===== config.mk =====
export PLATFORM = sky130hd
export DESIGN_NAME = wt_dcache_inval_queue
export DESIGN_NICKNAME = d
export VERILOG_FILES = /design/src/rtl/wt_dcache_inval_queue.sv
export SDC_FILE = /design/constraint.sdc
export NUM_CORES = 1
export LEC_CHECK = 0
export CORE_MARGIN = 1.5
export CORE_UTILIZATION = 53
export CTS_CLUSTER_SIZE = 24
export DETAILED_ROUTE_END_ITERATION = 7
export PLACE_DENSITY = 0.77
export SETUP_SLACK_MARGIN = 0.15
export SLEW_MARGIN = 20
export SYNTH_ARGS = -nofsm -noshare
export SYNTH_HDL_FRONTEND = slang
export SYNTH_SLANG_ARGS = --single-unit

===== constraint.sdc =====
create_clock -name clk_i -period 4.5 [get_ports clk_i]
set_clock_uncertainty 0.05 [all_clocks]
set_input_delay 0.45 -clock clk_i [delete_from_list [all_inputs] [get_ports clk_i]]
set_output_delay 0.45 -clock clk_i [all_outputs]
set_load 0.01 [all_outputs]

===== src/rtl/wt_dcache_inval_queue.sv =====
// Queued L1 write-through dcache invalidation unit: buffers bus invalidations (merging duplicates),
// serialises tag lookups on the dcache read port and issues per-way or whole-cache invalidations.
module wt_dcache_inval_queue #(
    parameter int unsigned DEPTH = 4,
    parameter int unsigned PLEN  = 56,
    parameter int unsigned OFF_W = 4,
    parameter int unsigned IDX_W = 8,
    parameter int unsigned TAG_W = 44,
    parameter int unsigned WAYS  = 8
) (
    input  logic             clk_i,
    input  logic             rst_ni,
    // bus invalidation interface
    input  logic             mem_inv_req_i,
    input  logic             mem_inv_all_i,
    input  logic [PLEN-1:0]  mem_inv_paddr_i,
    output logic             mem_inv_ack_o,
    output logic             busy_o,
    // dcache read port (tag lookup)
    output logic             rd_req_o,
    output logic [TAG_W-1:0] rd_tag_o,
    output logic [IDX_W-1:0] rd_idx_o,
    output logic             rd_tag_only_o,
    input  logic             rd_ack_i,
    input  logic [WAYS-1:0]  rd_vld_bits_i,
    input  logic [WAYS-1:0]  rd_hit_oh_i,
    // miss unit invalidation port
    output logic             inv_vld_o,
    output logic             inv_all_o,
    output logic [IDX_W-1:0] inv_idx_o,
    output logic [WAYS-1:0]  inv_way_o,
    input  logic             inv_ack_i
);

    localparam int unsigned PTR_W     = $clog2(DEPTH);
    localparam int unsigned CNT_W     = PTR_W + 1;
    localparam int unsigned IDX_LSB   = OFF_W;
    localparam int unsigned TAG_LSB   = OFF_W + IDX_W;
    localparam int unsigned ADDR_USED = OFF_W + IDX_W + TAG_W;

    typedef struct packed {
        logic             all;
        logic [TAG_W-1:0] tag;
        logic [IDX_W-1:0] idx;
    } entry_t;

    typedef enum logic [1:0] {
        IDLE     = 2'd0,
        LOOKUP   = 2'd1,
        EVAL     = 2'd2,
        WAIT_INV = 2'd3
    } state_e;

    entry_t             fifo_q [DEPTH];
    logic [DEPTH-1:0]   slot_vld_q;
    logic [PTR_W-1:0]   wr_ptr_q;
    logic [PTR_W-1:0]   rd_ptr_q;
    logic [CNT_W-1:0]   cnt_q;

    state_e             state_q;
    state_e             state_d;
    logic               inv_all_q;
    logic [IDX_W-1:0]   inv_idx_q;
    logic [WAYS-1:0]    inv_way_q;

    entry_t             in_entry;
    entry_t             head;
    logic               full;
    logic               empty;
    logic [DEPTH-1:0]   match;
    logic               merge;
    logic               push;
    logic               pop;
    logic               latch_idx;
    logic               latch_way;
    logic               latch_all;
    logic [WAYS-1:0]    hit_way;

    // Offset (and any address bits above the tag) never take part in the invalidation.
    logic [OFF_W-1:0] unused_offset;
    assign unused_offset = mem_inv_paddr_i[OFF_W-1:0];

    if (PLEN > ADDR_USED) begin : g_upper_addr
        logic [PLEN-ADDR_USED-1:0] unused_upper;
        assign unused_upper = mem_inv_paddr_i[PLEN-1:ADDR_USED];
    end

    // Incoming request; an invalidate-all carries no address.
    always_comb begin
        in_entry     = '0;
        in_entry.all = mem_inv_all_i;
        if (!mem_inv_all_i) begin
            in_entry.tag = mem_inv_paddr_i[TAG_LSB +: TAG_W];
            in_entry.idx = mem_inv_paddr_i[IDX_LSB +: IDX_W];
        end
    end

    assign head  = fifo_q[rd_ptr_q];
    assign full  = (cnt_q == CNT_W'(DEPTH));
    assign empty = (cnt_q == '0);

    // Duplicate detection; the head is excluded once its processing has begun.
    always_comb begin
        match = '0;
        for (int unsigned i = 0; i < DEPTH; i++) begin
            if (slot_vld_q[i] && !((state_q != IDLE) && (PTR_W'(i) == rd_ptr_q))) begin
                if (in_entry.all) begin
                    match[i] = fifo_q[i].all;
                end else begin
                    match[i] = !fifo_q[i].all &&
                               (fifo_q[i].tag == in_entry.tag) &&
                               (fifo_q[i].idx == in_entry.idx);
                end
            end
        end
    end

    assign merge         = |match;
    assign mem_inv_ack_o = mem_inv_req_i & (merge | ~full);
    assign push          = mem_inv_req_i & ~merge & ~full;

    assign busy_o        = ~empty | (state_q != IDLE);
    assign rd_tag_only_o = 1'b1;
    assign hit_way       = rd_vld_bits_i & rd_hit_oh_i;

    // Pending-request FIFO with per-slot valid bits for merge lookup.
    always_ff @(posedge clk_i or negedge rst_ni) begin
        if (!rst_ni) begin
            for (int unsigned i = 0; i < DEPTH; i++) begin
                fifo_q[i] <= '0;
            end
            slot_vld_q <= '0;
            wr_ptr_q   <= '0;
            rd_ptr_q   <= '0;
            cnt_q      <= '0;
        end else begin
            if (push) begin
                fifo_q[wr_ptr_q]     <= in_entry;
                slot_vld_q[wr_ptr_q] <= 1'b1;
                wr_ptr_q             <= wr_ptr_q + PTR_W'(1);
            end
            if (pop) begin
                slot_vld_q[rd_ptr_q] <= 1'b0;
                rd_ptr_q             <= rd_ptr_q + PTR_W'(1);
            end
            case ({push, pop})
                2'b10:   cnt_q <= cnt_q + CNT_W'(1);
                2'b01:   cnt_q <= cnt_q - CNT_W'(1);
                default: cnt_q <= cnt_q;
            endcase
        end
    end

    // State register and held invalidation payload.
    always_ff @(posedge clk_i or negedge rst_ni) begin
        if (!rst_ni) begin
            state_q   <= IDLE;
            inv_all_q <= 1'b0;
            inv_idx_q <= '0;
            inv_way_q <= '0;
        end else begin
            state_q <= state_d;
            if (latch_all) begin
                inv_all_q <= 1'b1;
                inv_idx_q <= '0;
                inv_way_q <= '0;
            end
            if (latch_idx) begin
                inv_all_q <= 1'b0;
                inv_idx_q <= head.idx;
            end
            if (latch_way) begin
                inv_way_q <= hit_way;
            end
        end
    end

    // Next-state and output decode.
    always_comb begin
        state_d   = state_q;
        rd_req_o  = 1'b0;
        rd_tag_o  = '0;
        rd_idx_o  = '0;
        inv_vld_o = 1'b0;
        inv_all_o = 1'b0;
        inv_idx_o = '0;
        inv_way_o = '0;
        pop       = 1'b0;
        latch_idx = 1'b0;
        latch_way = 1'b0;
        latch_all = 1'b0;

        case (state_q)
            IDLE: begin
                if (!empty) begin
                    if (head.all) begin
                        inv_vld_o = 1'b1;
                        inv_all_o = 1'b1;
                        latch_all = 1'b1;
                        state_d   = WAIT_INV;
                    end else begin
                        state_d = LOOKUP;
                    end
                end
            end
            LOOKUP: begin
                rd_req_o = 1'b1;
                rd_tag_o = head.tag;
                rd_idx_o = head.idx;
                if (rd_ack_i) begin
                    latch_idx = 1'b1;
                    state_d   = EVAL;
                end
            end
            EVAL: begin
                latch_way = 1'b1;
                if (hit_way == '0) begin
                    pop     = 1'b1;
                    state_d = IDLE;
                end else begin
                    inv_vld_o = 1'b1;
                    inv_idx_o = inv_idx_q;
                    inv_way_o = hit_way;
                    if (inv_ack_i) begin
                        pop     = 1'b1;
                        state_d = IDLE;
                    end else begin
                        state_d = WAIT_INV;
                    end
                end
            end
            WAIT_INV: begin
                inv_vld_o = 1'b1;
                inv_all_o = inv_all_q;
                inv_idx_o = inv_idx_q;
                inv_way_o = inv_way_q;
                if (inv_ack_i) begin
                    pop     = 1'b1;
                    state_d = IDLE;
                end
            end
            default: begin
                state_d = IDLE;
            end
        endcase
    end

endmodule

==> impl_results.md, run 1 <==
- Number of synthesized flops with an enable pin: 0
- Crit path DAT: 3.73 ns
- Fin crit period: ~4.2 ns
- First-pass GRT wire length: between 80000 and 90000 um
- Std cell rows: 64
- CP Capture Type: primary output
- Mapped Area: between 15000 and 20000 um^2
- Final Non-Filler Cells: between 2000 and 2500
- Core area: 30700 um^2
- Layout cells sized above 1: 22.2%
- Die span in y: roughly 180 um
- HP Class: in -> async
- ANT nets after route: 0
- Post-synth top area cell: dfrtp_1
- WHS: ~0.42 ns
- # fillers: about 2400
- Kind of critical path: in -> out
- Setup_tns: 0 ns
- Post-synthesis register bit count: about 240
- Boundary pin count: 152
- Most common cell after layout, fill and taps aside: dfrtp_1
- Port bufs: 146
- Ant. Diodes: 0
- Cells on worst reg2reg path: 14
- Slew headroom: 45.6%
- Async set-reset flop share out of synthesis: 100%
- Area Overhead vs Synth: 19.5%
- Residual DRC: 0
- Vias per cell: 6.68
- Syn Area/Cell: 10.4 um^2
- Synth top area share: 36.6%
- Clock Latency Late Sink: between 0.5 and 0.6 ns
- Sw Ratio: around two fifths
- Commonest cells after routing, fill and taps aside: 240 x dfrtp_1, 153 x mux2_4, 150 x nor2_1
- Clk root buf: clkbuf_16
- RSZ-0062 raised after global routing: false
- Leakage: 0.00820 uW
- Sequential share of power: 33.4%
- Routed wire length: 58000 um
- Cts bufs inserted: 28
- GR Util All Layers: 35.3%
- Die area: 32200 um^2
- Area contributors post-synth: dfrtp_1 37%, mux2_4 14%, mux4_2 7.2%
- Critical Path Source Type: primary input
- Placed insts: 2098
- Grt total ovfl: 0
- Clock Tree Buf Depth: 3
- NetSw: around 5300 uW
- Comb power frac: 47.9%
- WL per Instance: about 27 um
- Status: completed
- Total clock sinks: 242
- Vias in the first global route: 13941
- Power Dens Cells: 675 nW/um^2
- CP max FO: 11
- Clk slew on worst S/H paths: ~0.060 ns
- Tightest Pin Transition: roughly 0.8 ns
- R2R setup slack: between 0.7 and 0.8 ns
- Register area share after synthesis: a little over a third
- Library cells used by synthesis: 67
- Max-cap violations: 0
- P_int: 7990 uW
- Fmax: 237 MHz
- Reg2reg start: rd_ptr_q[0]$_DFFE_PN0P_
- Clock power frac: 18.8%
- Syn nets: 1675
- Most used DFF post-synth: dfrtp_1
- Initial Util: 53.9%
- Worst vdd ir: 436 uV
- CTS H-tree depth: 1
- # setup viols final: 0
- Die W: between 150 and 200 um
- Final-report max-slew violation count: 0
- DP HPWL: between 40000 and 50000 um
- Gate Count Post-Synth: between 1500 and 2000
- GP Congestion: 1.03
- Synth warn: 0
- WP data required: about 4 ns
- CTS tree: done
- DR iter-0 viols: 1607
- Largest net degree at the start of global routing: 89
- DRT Pass-1 Iters: 6
- Antenna violations before repair: 0
- Routed vias: 14396
- Post-layout net count: 1829
- Capturing point of the worst reg2reg path: fifo_q[129]$_DFFE_PN0P_
- Fin. Hold Viols: 0
- Final worst-path cycle share: 93.9%
[logic make-up after synthesis]
group                      count (synthesis)  synth area share (%)
and+or+nand+nor                          521                  17.2
AOI/OAI and AO/OA                        301                  12.2
DFF                                      242                  36.6
muxes                                    224                  22.3
buffers and inverters                    201                  6.38
xor gates and xnor gates                  79                  4.19
adders and majority gates                 14                  1.11
other                                      1                0.0227
[state kept, by name, summed over array words and instances, names as in the netlist]
| register | flops |
|---|---|
| cnt_q | 3 |
| fifo_q | 212 |
| inv_all_q | 1 |
| inv_idx_q | 8 |
| inv_way_q | 8 |
| rd_ptr_q | 2 |
| slot_vld_q | 4 |
| state_q | 2 |
| wr_ptr_q | 2 |
[Yosys cell counts, types with 18 or more instances]
library cell / number
o21ai_0: 64
o22ai_1: 32
nor2b_1: 43
a31oi_1: 58
o32ai_1: 39
nand3_1: 73
mux2_4: 153
nor4bb_1: 47
mux4_2: 53
xnor2_1: 72
buf_2: 25
nor2_1: 150
inv_1: 80
o21ai_1: 36
and2_1: 56
dfrtp_1: 242
nand4_1: 20
nand2_1: 70
clkbuf_1: 53
nor4_1: 18
[worst max-delay path, stage by stage]
cell	delay (ns)
clkdlybuf4s50_1	0.51
buf_4	0.25
xnor2_1	0.16
a31oi_1	0.12
o21ai_0	0.33
buf_4	0.19
nand4_1	0.08
or4b_1	0.62
o21ai_2	0.26
o21ai_0	0.12
nand2_1	0.09
clkdlybuf4s50_1	0.53
[layout make-up]
class,count,area [um^2],area share (%)
sequential,242,6060,30.7
clock buffer,43,898,4.55
inverter,85,319,1.62
tap,396,495,2.51
clock inverter,9,123,0.621
multi-input combinational,1140,9470,48.0
timing repair buffer,240,2370,12.0
[power by group through the flow]
stage	clock, uW	sequential [uW]	combinational, uW
2_1_floorplan	0	3840	4330
3_3_place_gp	0	4320	6020
5_1_grt	2590	4540	6720
6_report	2500	4450	6380
4_1_cts	2510	4390	6220
3_5_place_dp	0	4400	6140
[layer usage]
metal | global-route usage, % | vias up | wire [um] | share of wire, %
met3 | 6.40 | 142 | 5770 | 10
met5 | 0 | - | 0 | 0
li1 | - | 6151 | - | -
met2 | 54.4 | 844 | 26100 | 45
met4 | 10.5 | 0 | 2080 | 3.6
met1 | 51.0 | 7259 | 24000 | 41
[how the worst max path moves through the flow]
stage / startpoint / to / slack [ns] / depth (start not counted)
5_1_grt: mem_inv_paddr_i[43] / mem_inv_ack_o / 0.16 / 10
2_1_floorplan: rd_ptr_q[0]$_DFFE_PN0P_ / cnt_q[1]$_DFFE_PN0P_ / 0.30 / 17
3_3_place_gp: mem_inv_paddr_i[40] / mem_inv_ack_o / 0.25 / 11
4_1_cts: state_q[0]$_DFFE_PN0P_ / mem_inv_ack_o / 0.19 / 11
3_5_place_dp: mem_inv_paddr_i[40] / cnt_q[1]$_DFFE_PN0P_ / 0.20 / 12
6_report: mem_inv_paddr_i[44] / mem_inv_ack_o / 0.27 / 12
[per-stage QoR]
stage	worst slack, ns	power (uW)	cell area [um^2]	utilization (%)
finish	0.274	13300	19700	64.4
global route	0.160	13900	19700	64.4
CTS	0.186	13100	19700	64.1
floorplan	0.302	8180	16500	-
global placement	0.251	10300	18600	60.7
detailed placement	0.196	10500	18600	60.7
[timing repair]
action	4_1_cts	5_1_grt
hold buffers	1	0
setup endpoints to repair	3	1
resized for setup	3	18
hold endpoints to repair	85	0
pin swaps	0	0
buffers inserted	3	1
Power figures use the tool's default switching activity.
==> run 2: changes to the inputs <==
--- a/config.mk
+++ b/config.mk
@@ -9,6 +9,7 @@
 export CORE_UTILIZATION = 53
 export CTS_CLUSTER_SIZE = 24
 export DETAILED_ROUTE_END_ITERATION = 7
+export GPL_TIMING_DRIVEN = 0
 export PLACE_DENSITY = 0.77
 export SETUP_SLACK_MARGIN = 0.15
 export SLEW_MARGIN = 20
==> run 2 against run 1 <==
Effect of this change: core utilization grew 0.24 points; largest cell class unchanged; non-clock buffer count grew 23; routed wire length grew 30%; largest power group unchanged; via count grew 7.6%.
==> impl_results.md, run 2 (synthesized netlist as in run 1, its figures left out) <==
- Critical Path Source: mem_inv_paddr_i[26]
- Boundary pin count: 152 (unchanged)
- GR Util All Layers: 45.9% (+11 points)
- Top flop regs: fifo_q: 212 flops, inv_idx_q: 8 flops, inv_way_q: 8 flops
- Die area: 32200 um^2 (unchanged)
- DP HPWL: 54200 um (+29%)
- DR iter-0 viols: 2343 (+46%)
- CTS H-tree depth: 1 (unchanged)
- Critical Path Source Type: primary input
- Routed wire length: 75100 um (+30%)
- ANT nets after route: 0 (unchanged)
- Setup_tns: 0 ns (unchanged)
- WL per Instance: 34.4 um (+28%)
- RSZ-0062 raised after global routing: true
- Clk slew on worst S/H paths: 0.06 ns (about the same)
- WP data required: 4.91 ns (+0.91 ns)
- Final-report max-slew violation count: 0 (unchanged)
- CTS tree: done
- Post-layout net count: 1853 (+1.3%)
- Largest net degree at the start of global routing: 76 (-15%)
- Setup crit end: cnt_q[1]$_DFFE_PN0P_
- Capturing point of the worst reg2reg path: cnt_q[1]$_DFFE_PN0P_
- Clk root buf: clkbuf_16
- GP Congestion: 1.03 (-0.35%)
- Dpl ws: -1.45 ns (-1.64 ns)
- First-pass GRT wire length: 107000 um (+21%)
- Commonest cells after routing, fill and taps aside: 242 x dfrtp_1, 153 x mux2_4, 150 x nor2_1
- Placed Area: 18500 um^2 (-0.56%)
- CP Capture Type: flop
- Initial Util: 53.9% (unchanged)
- # setup viols final: 0 (unchanged)
- Fin. Hold Viols: 0 (unchanged)
- Total clock sinks: 242 (unchanged)
- Leakage: 0.00813 uW (-0.91%)
- Die span in y: 180 um (unchanged)
- Crit path DAT: 4.80 ns (+1.07 ns)
- DRT Pass-1 Iters: 6 (unchanged)
- Fmax: 228 MHz (-3.8%)
- CP max FO: 10 (-1)
- Worst vdd ir: 655 uV (+50%)
- WHS: 0.323 ns (-0.0989 ns)
- Reg2reg start: rd_ptr_q[0]$_DFFE_PN0P_
- Port bufs: 138 (-5.5%)
- Cts bufs inserted: 29 (+3.6%)
- HP Class: in -> async
- # fillers: 2413 (+0.96%)
- Final worst-path cycle share: 97.6% (+3.7 points)
- Status: completed
- Residual DRC: 0 (unchanged)
- Clock Tree Buf Depth: 3 (unchanged)
- Antenna violations before repair: 4 (+4)
- Vias in the first global route: 14721 (+5.6%)
- Finished Core Util: 64.6% (+0.24 points)
- Area Overhead vs Synth: 19.9%
- Power Dens Cells: 705 nW/um^2 (+4.5%)
- R2R setup slack: 0.22 ns (-0.50 ns)
- Setup ws final: 0.110 ns (-0.165 ns)
- Grt total ovfl: 0 (unchanged)
- Max reg flops: 212 (unchanged)
- Slew headroom: 20.8% (-25 points)
- Most common cell after layout, fill and taps aside: dfrtp_1
- Kind of critical path: in -> reg
- Die W: 180 um (unchanged)
- Vias per cell: 7.09 (+6.2%)
- Clock Latency Late Sink: 0.58 ns (+0.02 ns)
- Std cell rows: 64 (unchanged)
- Layout cells sized above 1: 21.6% (-0.65 points)
- Tightest Pin Transition: 1.19 ns (+0.374 ns)
- Final Cell Area: 19800 um^2 (+0.37%)
- Core area: 30700 um^2 (unchanged)
- Routed vias: 15488 (+7.6%)
- Cells on worst reg2reg path: 17 (+3)
- Max-cap violations: 0 (unchanged)
- Largest Register: fifo_q
- Fin crit period: 4.39 ns (+0.165 ns)
[run 2: cell count changes in the layout (fill, tap and decap cells not counted), moves of 6 or more]
cell	before	now
buf_2	0	21
buf_1	0	8
clkbuf_2	0	10
buf_6	2	14
dlymetal6s2s_1	8	0
buf_12	14	8
buf_4	78	14
clkbuf_1	2	41
[run 2: cell type report]
type	count	area, um^2	share of cell area (%)
inverter	85	319	1.61
clock inverter	12	139	0.701
antenna	3	7.51	0.0379
multi-input combinational	1140	9580	48.4
sequential	242	6060	30.6
buffer	116	840	4.24
tap	396	495	2.50
clock buffer	42	865	4.36
timing repair buffer	147	1520	7.64
[run 2: worst min path at each step]
stage | to | slack (ns) | cells past startpoint
2_1_floorplan | cnt_q[0]$_DFFE_PN0P_ | 0.10 | 0
3_3_place_gp | inv_idx_q[1]$_DFFE_PN0P_ | 0.43 | 2
3_5_place_dp | fifo_q[191]$_DFFE_PN0P_ | 0.34 | 1
4_1_cts | fifo_q[191]$_DFFE_PN0P_ | 0.33 | 2
5_1_grt | fifo_q[191]$_DFFE_PN0P_ | 0.37 | 2
6_report | fifo_q[191]$_DFFE_PN0P_ | 0.32 | 2
[run 2: metal layers]
| layer | up-vias | routed length [um] | GRT usage (%) |
|---|---|---|---|
| met2 | 1244 | 30300 | 63.1 |
| met4 | 0 | 4990 | 24.6 |
| met1 | 7760 | 29100 | 64.0 |
| li1 | 6213 | - | - |
| met3 | 271 | 10800 | 14.8 |
| met5 | - | 0 | 0 |
[run 2: per-stage QoR]
step,total power [uW],instances
floorplan,8180,1583
global placement,10800,2117
detailed placement,10900,2120
CTS,13600,2178
global route,14300,2182
finish,14000,2183
[run 2: worst max-delay path: stages]
cell and delay (ns):
clkdlybuf4s50_1 0.57, buf_2 0.31, xor2_1 0.24, a2111oi_4 0.42, o2111ai_1 0.25, nor4_4 0.44, nand4_1 0.29, o21ai_2 0.31
nor3_4 0.11, clkbuf_4 0.23, buf_4 0.24, nor3_2 0.22, fa_1 0.43, mux2_2 0.27
[run 2: power by group]
group / switching [uW] / internal [uW]
sequential: 1450 / 3080
clock: 1010 / 1500
combinational: 3570 / 3370
[run 2: repair_timing]
| action | 4_1_cts | 5_1_grt |
|---|---|---|
| buffers inserted | 3 | 2 |
| resized for setup | 46 | 18 |
| setup endpoints to repair | 222 | 3 |
| hold buffers | 1 | 0 |
| pin swaps | 12 | 7 |
| endpoints found under the hold margin | 47 | 0 |
